===== src/rtl/icache_mem_arbiter_pkg.sv =====
// Shared types for the I-cache memory arbiter: FSM states, port count
// and the per-port pending-request slot.
package icache_mem_arbiter_pkg;

    localparam int NPORTS  = 2;
    localparam int SLOT_AW = 32;
    localparam int SLOT_LW = 2;

    typedef enum logic [1:0] {
        IDLE,
        ISSUE,
        BURST
    } state_e;

    typedef struct packed {
        logic               valid;
        logic [SLOT_AW-1:0] addr;
        logic [SLOT_LW-1:0] len;
    } slot_t;

endpackage


===== src/rtl/icache_mem_arbiter_rr_arb2.sv =====
// Two-way round-robin pick: on a tie the port not granted last wins.
module rr_arb2 (
    input  logic [1:0] pend_i,
    input  logic       last_i,
    output logic       win_o,
    output logic       any_o
);

    assign any_o = |pend_i;
    assign win_o = (&pend_i) ? ~last_i : pend_i[1];

endmodule


===== src/rtl/icache_mem_arbiter.sv =====
// Two-port burst arbiter in front of the I-cache refill memory port.
// Define ICACHE_ARB_PERF_EN to add grant/conflict performance counters.
module icache_mem_arbiter
    import icache_mem_arbiter_pkg::*;
#(
    parameter int ADDR_WIDTH = 32,
    parameter int DATA_WIDTH = 32,
    parameter int BLEN_WIDTH = 2
) (
    input  logic                  clk,
    input  logic                  rst_n,
    input  logic                  p0_req,
    input  logic [ADDR_WIDTH-1:0] p0_addr,
    input  logic [BLEN_WIDTH-1:0] p0_burst_len,
    output logic                  p0_busy,
    output logic [DATA_WIDTH-1:0] p0_data,
    output logic                  p0_valid,
    output logic                  p0_last,
    input  logic                  p1_req,
    input  logic [ADDR_WIDTH-1:0] p1_addr,
    input  logic [BLEN_WIDTH-1:0] p1_burst_len,
    output logic                  p1_busy,
    output logic [DATA_WIDTH-1:0] p1_data,
    output logic                  p1_valid,
    output logic                  p1_last,
    output logic                  mem_req,
    output logic [ADDR_WIDTH-1:0] mem_addr,
    output logic [BLEN_WIDTH-1:0] mem_burst_len,
    input  logic                  mem_ready,
    input  logic [DATA_WIDTH-1:0] mem_data,
    input  logic                  mem_valid,
    input  logic                  mem_last
`ifdef ICACHE_ARB_PERF_EN
    ,
    output logic [15:0]           perf_grant0,
    output logic [15:0]           perf_grant1,
    output logic [15:0]           perf_conflict
`endif
);

    state_e                state_q;
    logic                  grant_q;
    logic                  last_q;
    logic                  mem_req_q;
    logic [ADDR_WIDTH-1:0] mem_addr_q;
    logic [BLEN_WIDTH-1:0] mem_len_q;
    slot_t                 slot_q [NPORTS];

    logic [NPORTS-1:0]     req;
    logic [NPORTS-1:0]     pend;
    logic [NPORTS-1:0]     clr;
    logic [ADDR_WIDTH-1:0] addr [NPORTS];
    logic [BLEN_WIDTH-1:0] len  [NPORTS];
    logic                  win;
    logic                  any;
    logic                  hs;
    logic                  burst;

    assign req     = {p1_req, p0_req};
    assign addr[0] = p0_addr;
    assign addr[1] = p1_addr;
    assign len[0]  = p0_burst_len;
    assign len[1]  = p1_burst_len;
    assign pend    = {slot_q[1].valid, slot_q[0].valid};
    assign hs      = (state_q == ISSUE) && mem_ready;
    assign clr     = {hs & grant_q, hs & ~grant_q};

    rr_arb2 u_rr (
        .pend_i (pend),
        .last_i (last_q),
        .win_o  (win),
        .any_o  (any)
    );

    // A request landing on the handshake cycle refills the slot being freed.
    always_ff @(posedge clk or negedge rst_n) begin
        if (!rst_n) begin
            for (int n = 0; n < NPORTS; n++) slot_q[n] <= '0;
        end else begin
            for (int n = 0; n < NPORTS; n++) begin
                if (req[n] && (!slot_q[n].valid || clr[n])) begin
                    slot_q[n] <= '{1'b1, SLOT_AW'(addr[n]), SLOT_LW'(len[n])};
                end else if (clr[n]) begin
                    slot_q[n].valid <= 1'b0;
                end
            end
        end
    end

    always_ff @(posedge clk or negedge rst_n) begin
        if (!rst_n) begin
            state_q    <= IDLE;
            grant_q    <= 1'b0;
            last_q     <= 1'b1;
            mem_req_q  <= 1'b0;
            mem_addr_q <= '0;
            mem_len_q  <= '0;
        end else begin
            unique case (state_q)
                IDLE: if (any) begin
                    state_q    <= ISSUE;
                    grant_q    <= win;
                    mem_req_q  <= 1'b1;
                    mem_addr_q <= ADDR_WIDTH'(slot_q[win].addr);
                    mem_len_q  <= BLEN_WIDTH'(slot_q[win].len);
                end
                ISSUE: if (mem_ready) begin
                    state_q    <= BURST;
                    mem_req_q  <= 1'b0;
                    mem_addr_q <= '0;
                    mem_len_q  <= '0;
                end
                BURST: if (mem_valid && mem_last) begin
                    state_q <= IDLE;
                    last_q  <= grant_q;
                end
                default: state_q <= IDLE;
            endcase
        end
    end

    assign burst         = (state_q == BURST);
    assign mem_req       = mem_req_q;
    assign mem_addr      = mem_addr_q;
    assign mem_burst_len = mem_len_q;

    assign p0_valid = burst && !grant_q && mem_valid;
    assign p0_last  = burst && !grant_q && mem_valid && mem_last;
    assign p0_data  = (burst && !grant_q) ? mem_data : '0;
    assign p1_valid = burst && grant_q && mem_valid;
    assign p1_last  = burst && grant_q && mem_valid && mem_last;
    assign p1_data  = (burst && grant_q) ? mem_data : '0;

    assign p0_busy = pend[0] || ((state_q != IDLE) && !grant_q);
    assign p1_busy = pend[1] || ((state_q != IDLE) && grant_q);

`ifdef ICACHE_ARB_PERF_EN
    logic [15:0] pg0_q, pg1_q, pc_q;

    always_ff @(posedge clk or negedge rst_n) begin
        if (!rst_n) begin
            pg0_q <= '0;
            pg1_q <= '0;
            pc_q  <= '0;
        end else begin
            if (hs && !grant_q && pg0_q != 16'hFFFF) pg0_q <= pg0_q + 16'd1;
            if (hs && grant_q && pg1_q != 16'hFFFF) pg1_q <= pg1_q + 16'd1;
            if (state_q == IDLE && &pend && pc_q != 16'hFFFF) pc_q <= pc_q + 16'd1;
        end
    end

    assign perf_grant0   = pg0_q;
    assign perf_grant1   = pg1_q;
    assign perf_conflict = pc_q;
`endif

endmodule

===== config.mk =====
export PLATFORM = sky130hd
export DESIGN_NAME = icache_mem_arbiter
export DESIGN_NICKNAME = d
export VERILOG_FILES = /design/src/rtl/icache_mem_arbiter_pkg.sv /design/src/rtl/icache_mem_arbiter_rr_arb2.sv /design/src/rtl/icache_mem_arbiter.sv
export SDC_FILE = /design/constraint.sdc
export NUM_CORES = 1
export LEC_CHECK = 0
export ABC_CLOCK_PERIOD_IN_PS = 4100
export CELL_PAD_IN_SITES_DETAIL_PLACEMENT = 1
export CELL_PAD_IN_SITES_GLOBAL_PLACEMENT = 1
export CORE_UTILIZATION = 36
export DETAILED_ROUTE_END_ITERATION = 12
export PLACE_DENSITY = 0.95
export REMOVE_ABC_BUFFERS = 1
export SLEW_MARGIN = 20
export SYNTH_ARGS = -nofsm -noshare
export SYNTH_HDL_FRONTEND = slang
export SYNTH_SLANG_ARGS = --single-unit
export TNS_END_PERCENT = 5

===== constraint.sdc =====
create_clock -name clk -period 4.1 [get_ports clk]
set_clock_uncertainty 0.05 [all_clocks]
set_input_delay 1.025 -clock clk [delete_from_list [all_inputs] [get_ports clk]]
set_output_delay 1.025 -clock clk [all_outputs]
set_load 0.05 [all_outputs]

Word-level counts from Yosys, hierarchy flattened
Index checks and enable logic that the tools add are counted.

Input port bits: 107. Output and inout bits: 105. Bits in registers: 109. Word-level logic and storage cells: 76.

Reductions and logical operators: 30. Order comparisons: 1. Equal/unequal tests: 5. Mux-type cells: 23. Bitwise operators: 5.

Operators by type and width (number): $mux W32 (4); $mux W34 (3); $pmux W32 S2 (1); $logic_and A1 B1 Y1 (12); $mux W2 (5); $reduce_bool A2 Y1 (4); $mux W1 (7); $pmux W2 S3 (1); $reduce_and A2 Y1 (3); $reduce_and A3 Y1 (2); $logic_or A1 B1 Y1 (4); $ne A2 B2 Y1 const B (2); $pmux W2 S2 (1); $logic_not A1 Y1 (3); $and A1 B1 Y1 (2); $eq A2 B1 Y1 const B (1); $eq A2 B2 Y1 const B (1); $ge A2 B2 Y1 const B (1); $logic_not A2 Y1 (1); $ne A2 B1 Y1 const B (1); $not A1 Y1 (2); $not A1 Y2 (1); $pmux W1 S2 (1); $reduce_or A2 Y1 (1).

Depth between registers and ports, before layout
Gate-level depths: netlist (run 1).

Depth in word-level cells: 8. Gate-level depth with buffers: 6. Mapped depth without buffers: 3.

Modules after synthesis
A second synthesis (run 1) with hierarchy kept.

Cells, all modules: 370. Area, all modules: 4911.0 um2.

Modules (own cells, without submodules): icache_mem_arbiter (sequential area each 2728.9 um2, times used 1, cells an instance 368, area each 4897.2 um2); rr_arb2 (sequential area each 0.0 um2, times used 1, cells an instance 2, area each 13.8 um2).

Least setup slack after synthesis (run 1)
Ideal clock, no wire load.

Path type: input to output. Start point: input mem_last. End point: output p0_last. Path buffers: 0. Setup slack: 0.889 ns. Arrival time: 2.136 ns. Data required time: 3.025 ns. Cell stages on the path: 2. Path through: nand2_1 > nor3_1.

Word-level cells in the longest chain between the ends: 1.

RTL lines: start, declared (RTL line icache_mem_arbiter.sv:32) `input logic mem_last`; $logic_and A1 B1 Y1 (RTL line icache_mem_arbiter.sv:128) `assign p0_last = burst && !grant_q && mem_valid && mem_last;`; end, declared (RTL line icache_mem_arbiter.sv:18) `output logic p0_last,`.

No other way between the ends.

Worst setup path in the final report (run 1)
Start point: register state_q[0]. End point: output p0_data[25].

Word-level cells in the longest chain between the ends: 3.

RTL lines: start, declared (RTL line icache_mem_arbiter.sv:41) `state_e state_q;`; start signal, assigned (RTL line icache_mem_arbiter.sv:92) `state_q <= IDLE;`; start signal, assigned (RTL line icache_mem_arbiter.sv:101) `state_q <= ISSUE;`; start signal, assigned (RTL line icache_mem_arbiter.sv:108) `state_q <= BURST;`; $eq A2 B2 Y1 (RTL line icache_mem_arbiter.sv:122) `assign burst = (state_q == BURST);`; $logic_and A1 B1 Y1 (RTL line icache_mem_arbiter.sv:129) `assign p0_data = (burst && !grant_q) ? mem_data : '0;`; $mux W32 (RTL line icache_mem_arbiter.sv:129); end, declared (RTL line icache_mem_arbiter.sv:16) `output logic [DATA_WIDTH-1:0] p0_data,`.

No other way between the ends.

==> results.sh, run 1 <==
export IMPL_status="complete, no violations"
export IMPL_r2r_cells=4
export IMPL_arrival_ns=2.76
export IMPL_cts_setup_buffers=0
export IMPL_synthFlopType="dfrtp_1"
export IMPL_dieArea_sq_um=14600
export IMPL_path_delay_family="buffers and inverters"
export IMPL_fillers=1384
export IMPL_grt_use_total_pct=22.1
export IMPL_setup_viol=0
export IMPL_finalWirelength_um=15400
export IMPL_drv_cap=0
export IMPL_relSlewSlack_pct=31.3
export IMPL_fin_util_pct=55.7
export IMPL_cts_sinks=109
export IMPL_cp_max_fo=26
export IMPL_cts_tree="built"
export IMPL_ys_warn_count=0
export IMPL_wl_per_cell_um=20.2
export IMPL_ys_top_cells_by_area="dfrtp_1 53%, mux2_4 12%, and2_1 8.1%"
export IMPL_critPathCapture="p0_data[25]"
export IMPL_rsz0062_at_grt="false"
export IMPL_core_sq_um=13800
export IMPL_grt_pass1_vias=4224
export IMPL_synthesis_area_sq_um=5090
export IMPL_place_ws_ns=0.500
export IMPL_setup_ws_ns=0.263
export IMPL_clockBufferDepth=2
export IMPL_synth_edf_count=0
export IMPL_reg2reg_from="state_q[0]"
export IMPL_placedInstanceArea_sq_um=7370
export IMPL_grt_pass1_wl_um=24200
export IMPL_path_buf_inv=2
export IMPL_slowest_delay_ns=0.82
export IMPL_drt_pre_antenna_iters=4
export IMPL_rrSetupSlack_ns=1.70
export IMPL_layout_nets=682
export IMPL_synth_most_common_cell="dfrtp_1"
export IMPL_path_depth=5
export IMPL_grt_max_degree=68
export IMPL_area_growth_pct=51.3
export IMPL_slew_violations=0
export IMPL_worst_slew_pin_slew_ns=1.03
export IMPL_place_detailed_hpwl_um=11500
export IMPL_power_density_nw_per_um2=778
export IMPL_ir_worst_vdd_v=0.000464
export IMPL_drive_gt1_share_pct=18.4
export IMPL_hold_violations=0
export IMPL_slowest_stage="clkdlybuf4s50_1"
export IMPL_drc_errors=0
export IMPL_synthDistinctLibCells=28
export IMPL_root_buffer="clkbuf_16"
export IMPL_hold_buffers=0
export IMPL_tns_ns=0
export IMPL_die_h_um=121
export IMPL_crit_path_end_kind="output pin"
export IMPL_viasPerCell=4.92
export IMPL_cts_resized=0
export IMPL_ys_seq_area_share_pct=53.6
export IMPL_overflow=0
export IMPL_ys_top_cells_by_count="108 x dfrtp_1, 66 x and2_1, 40 x mux2_4"
export IMPL_fmax_mhz=261
export IMPL_initial_core_util_pct=36.8
export IMPL_netlist_instances=368
export IMPL_vias=3736
export IMPL_hp_class="reg2reg"
export IMPL_syn_area_per_cell_sq_um=13.8
export IMPL_crit_type="reg2out"
export IMPL_antenna_found_initial=0
export IMPL_leakage_nw=3.40
export IMPL_path_clk_slew_ns=0.07
export IMPL_whs_ns=0.437
export IMPL_period_needed_ns=3.84
export IMPL_antenna_cells=0
export IMPL_clkLatencyLatePin_ns=0.35
export IMPL_ys_ff_latch=109
export IMPL_io_buffers=211
export IMPL_design_area_sq_um=7700
export IMPL_crit_chain="nand2b_1 > nor2_1 > buf_4 > and2_1 > clkdlybuf4s50_1"
export IMPL_yosysTopAreaCell="dfrtp_1"
export IMPL_cp_startpoint="state_q[0]"
export IMPL_required_ns=3.02
export IMPL_die_w_um=121
export IMPL_cts_made_buffers=9
export IMPL_std_cell_rows=43
export IMPL_drtAntennaViolNets=0
export IMPL_reg2reg_to="slot_q[43]"
export IMPL_htree_levels=3
export IMPL_fin_crit_sh_pct=93.6
export IMPL_synthArstFlopShare_pct=100
export IMPL_start_kind="flip-flop"
export IMPL_routabilityCongestion=0.759
export IMPL_synth_top_area_share_pct=53.1
export IMPL_dr_first_iter_drc_count=116
export IMPL_ioPinCount=212
state kept, by name (all words and copies together), names as in the netlist:
name	count
last_q	1
grant_q	1
mem_burst_len	2
mem_addr	32
pend	2
slot_q	68
state_q	2
mem_req	1
worst register-to-register path: stages, from the launching register on:
cell,delay (ns)
dfrtp_1,0.49
nor4bb_4,0.22
o21ai_4,0.69
buf_4,0.49
mux2_4,0.34
power breakdown:
| part | internal, mW | total (mW) | switching [mW] |
|---|---|---|---|
| combinational | 1.36 | 3.07 | 1.71 |
| sequential | 1.60 | 1.96 | 0.356 |
| clock | 0.558 | 0.963 | 0.406 |
kinds of logic after synthesis:
| family | Yosys count | synth area share, % |
|---|---|---|
| AO/OA/AOI/OAI | 46 | 7.59 |
| buffers and inverters | 27 | 3.49 |
| flip-flops | 109 | 53.6 |
| multiplexers | 103 | 24.9 |
| AND/OR/NAND/NOR | 83 | 10.5 |
how the worst min path moves through the flow:
stage                             from      endpoint  slack (ns)  cells past startpoint
after floorplan                 last_q        last_q        0.41                      2
after global placement         mem_req       mem_req        0.42                      2
after detailed placement       mem_req       mem_req        0.42                      2
after CTS                      mem_req       mem_req        0.44                      2
after global routing      mem_addr[11]  mem_addr[11]        0.46                      1
final                          mem_req       mem_req        0.44                      2
layer usage:
| layer | GRT usage, % | share of wire [%] | vias to the layer above |
|---|---|---|---|
| met5 | 0 | 0 | - |
| met4 | 5.79 | 1.4 | 0 |
| met3 | 5.45 | 4.9 | 14 |
| met2 | 39.3 | 53 | 107 |
| met1 | 26.5 | 41 | 1902 |
| li1 | - | - | 1713 |
metrics by stage:
step	std cells	power, mW
floorplan	343	4.01
global placement	743	4.85
detailed placement	744	5.06
CTS	760	6.05
global route	760	6.30
finish	760	5.99
area by class of cell:
cell class | count | area (sq um) | share of cell area, %
inverter | 2 | 7.51 | 0.0974
timing repair buffer | 221 | 2190 | 28.5
clock inverter | 6 | 92.6 | 1.20
clock buffer | 10 | 239 | 3.10
sequential | 109 | 2730 | 35.4
tap | 180 | 225 | 2.92
multi-input combinational | 232 | 2220 | 28.8
layout by cell type (no fill, tap or decap), types with 2 or more instances in the layout:
master	netlist	final
clkdlybuf4s50_1	0	206
dfrtp_1	108	108
and2_1	66	66
mux2_4	40	40
mux2i_1	34	34
o2bb2ai_1	34	34
mux2_2	29	29
buf_4	0	14
clkbuf_16	0	9
o21ai_0	5	5
nand2b_1	4	4
nand2_1	4	4
nor2_1	2	2
inv_1	2	2
nor3_1	2	2
a21boi_4	1	2
o21ai_4	0	2
bufinv_16	0	2
Power figures use the tool's default switching activity.
==> inputs of run 2 (changes only) <==
--- a/config.mk
+++ b/config.mk
@@ -12,6 +12,7 @@
 export DETAILED_ROUTE_END_ITERATION = 12
 export PLACE_DENSITY = 0.95
 export REMOVE_ABC_BUFFERS = 1
+export SKIP_LAST_GASP = 1
 export SLEW_MARGIN = 20
 export SYNTH_ARGS = -nofsm -noshare
 export SYNTH_HDL_FRONTEND = slang
==> results of run 2 <==
No change in the layout: final DEF, timing and power equal those of run 1.
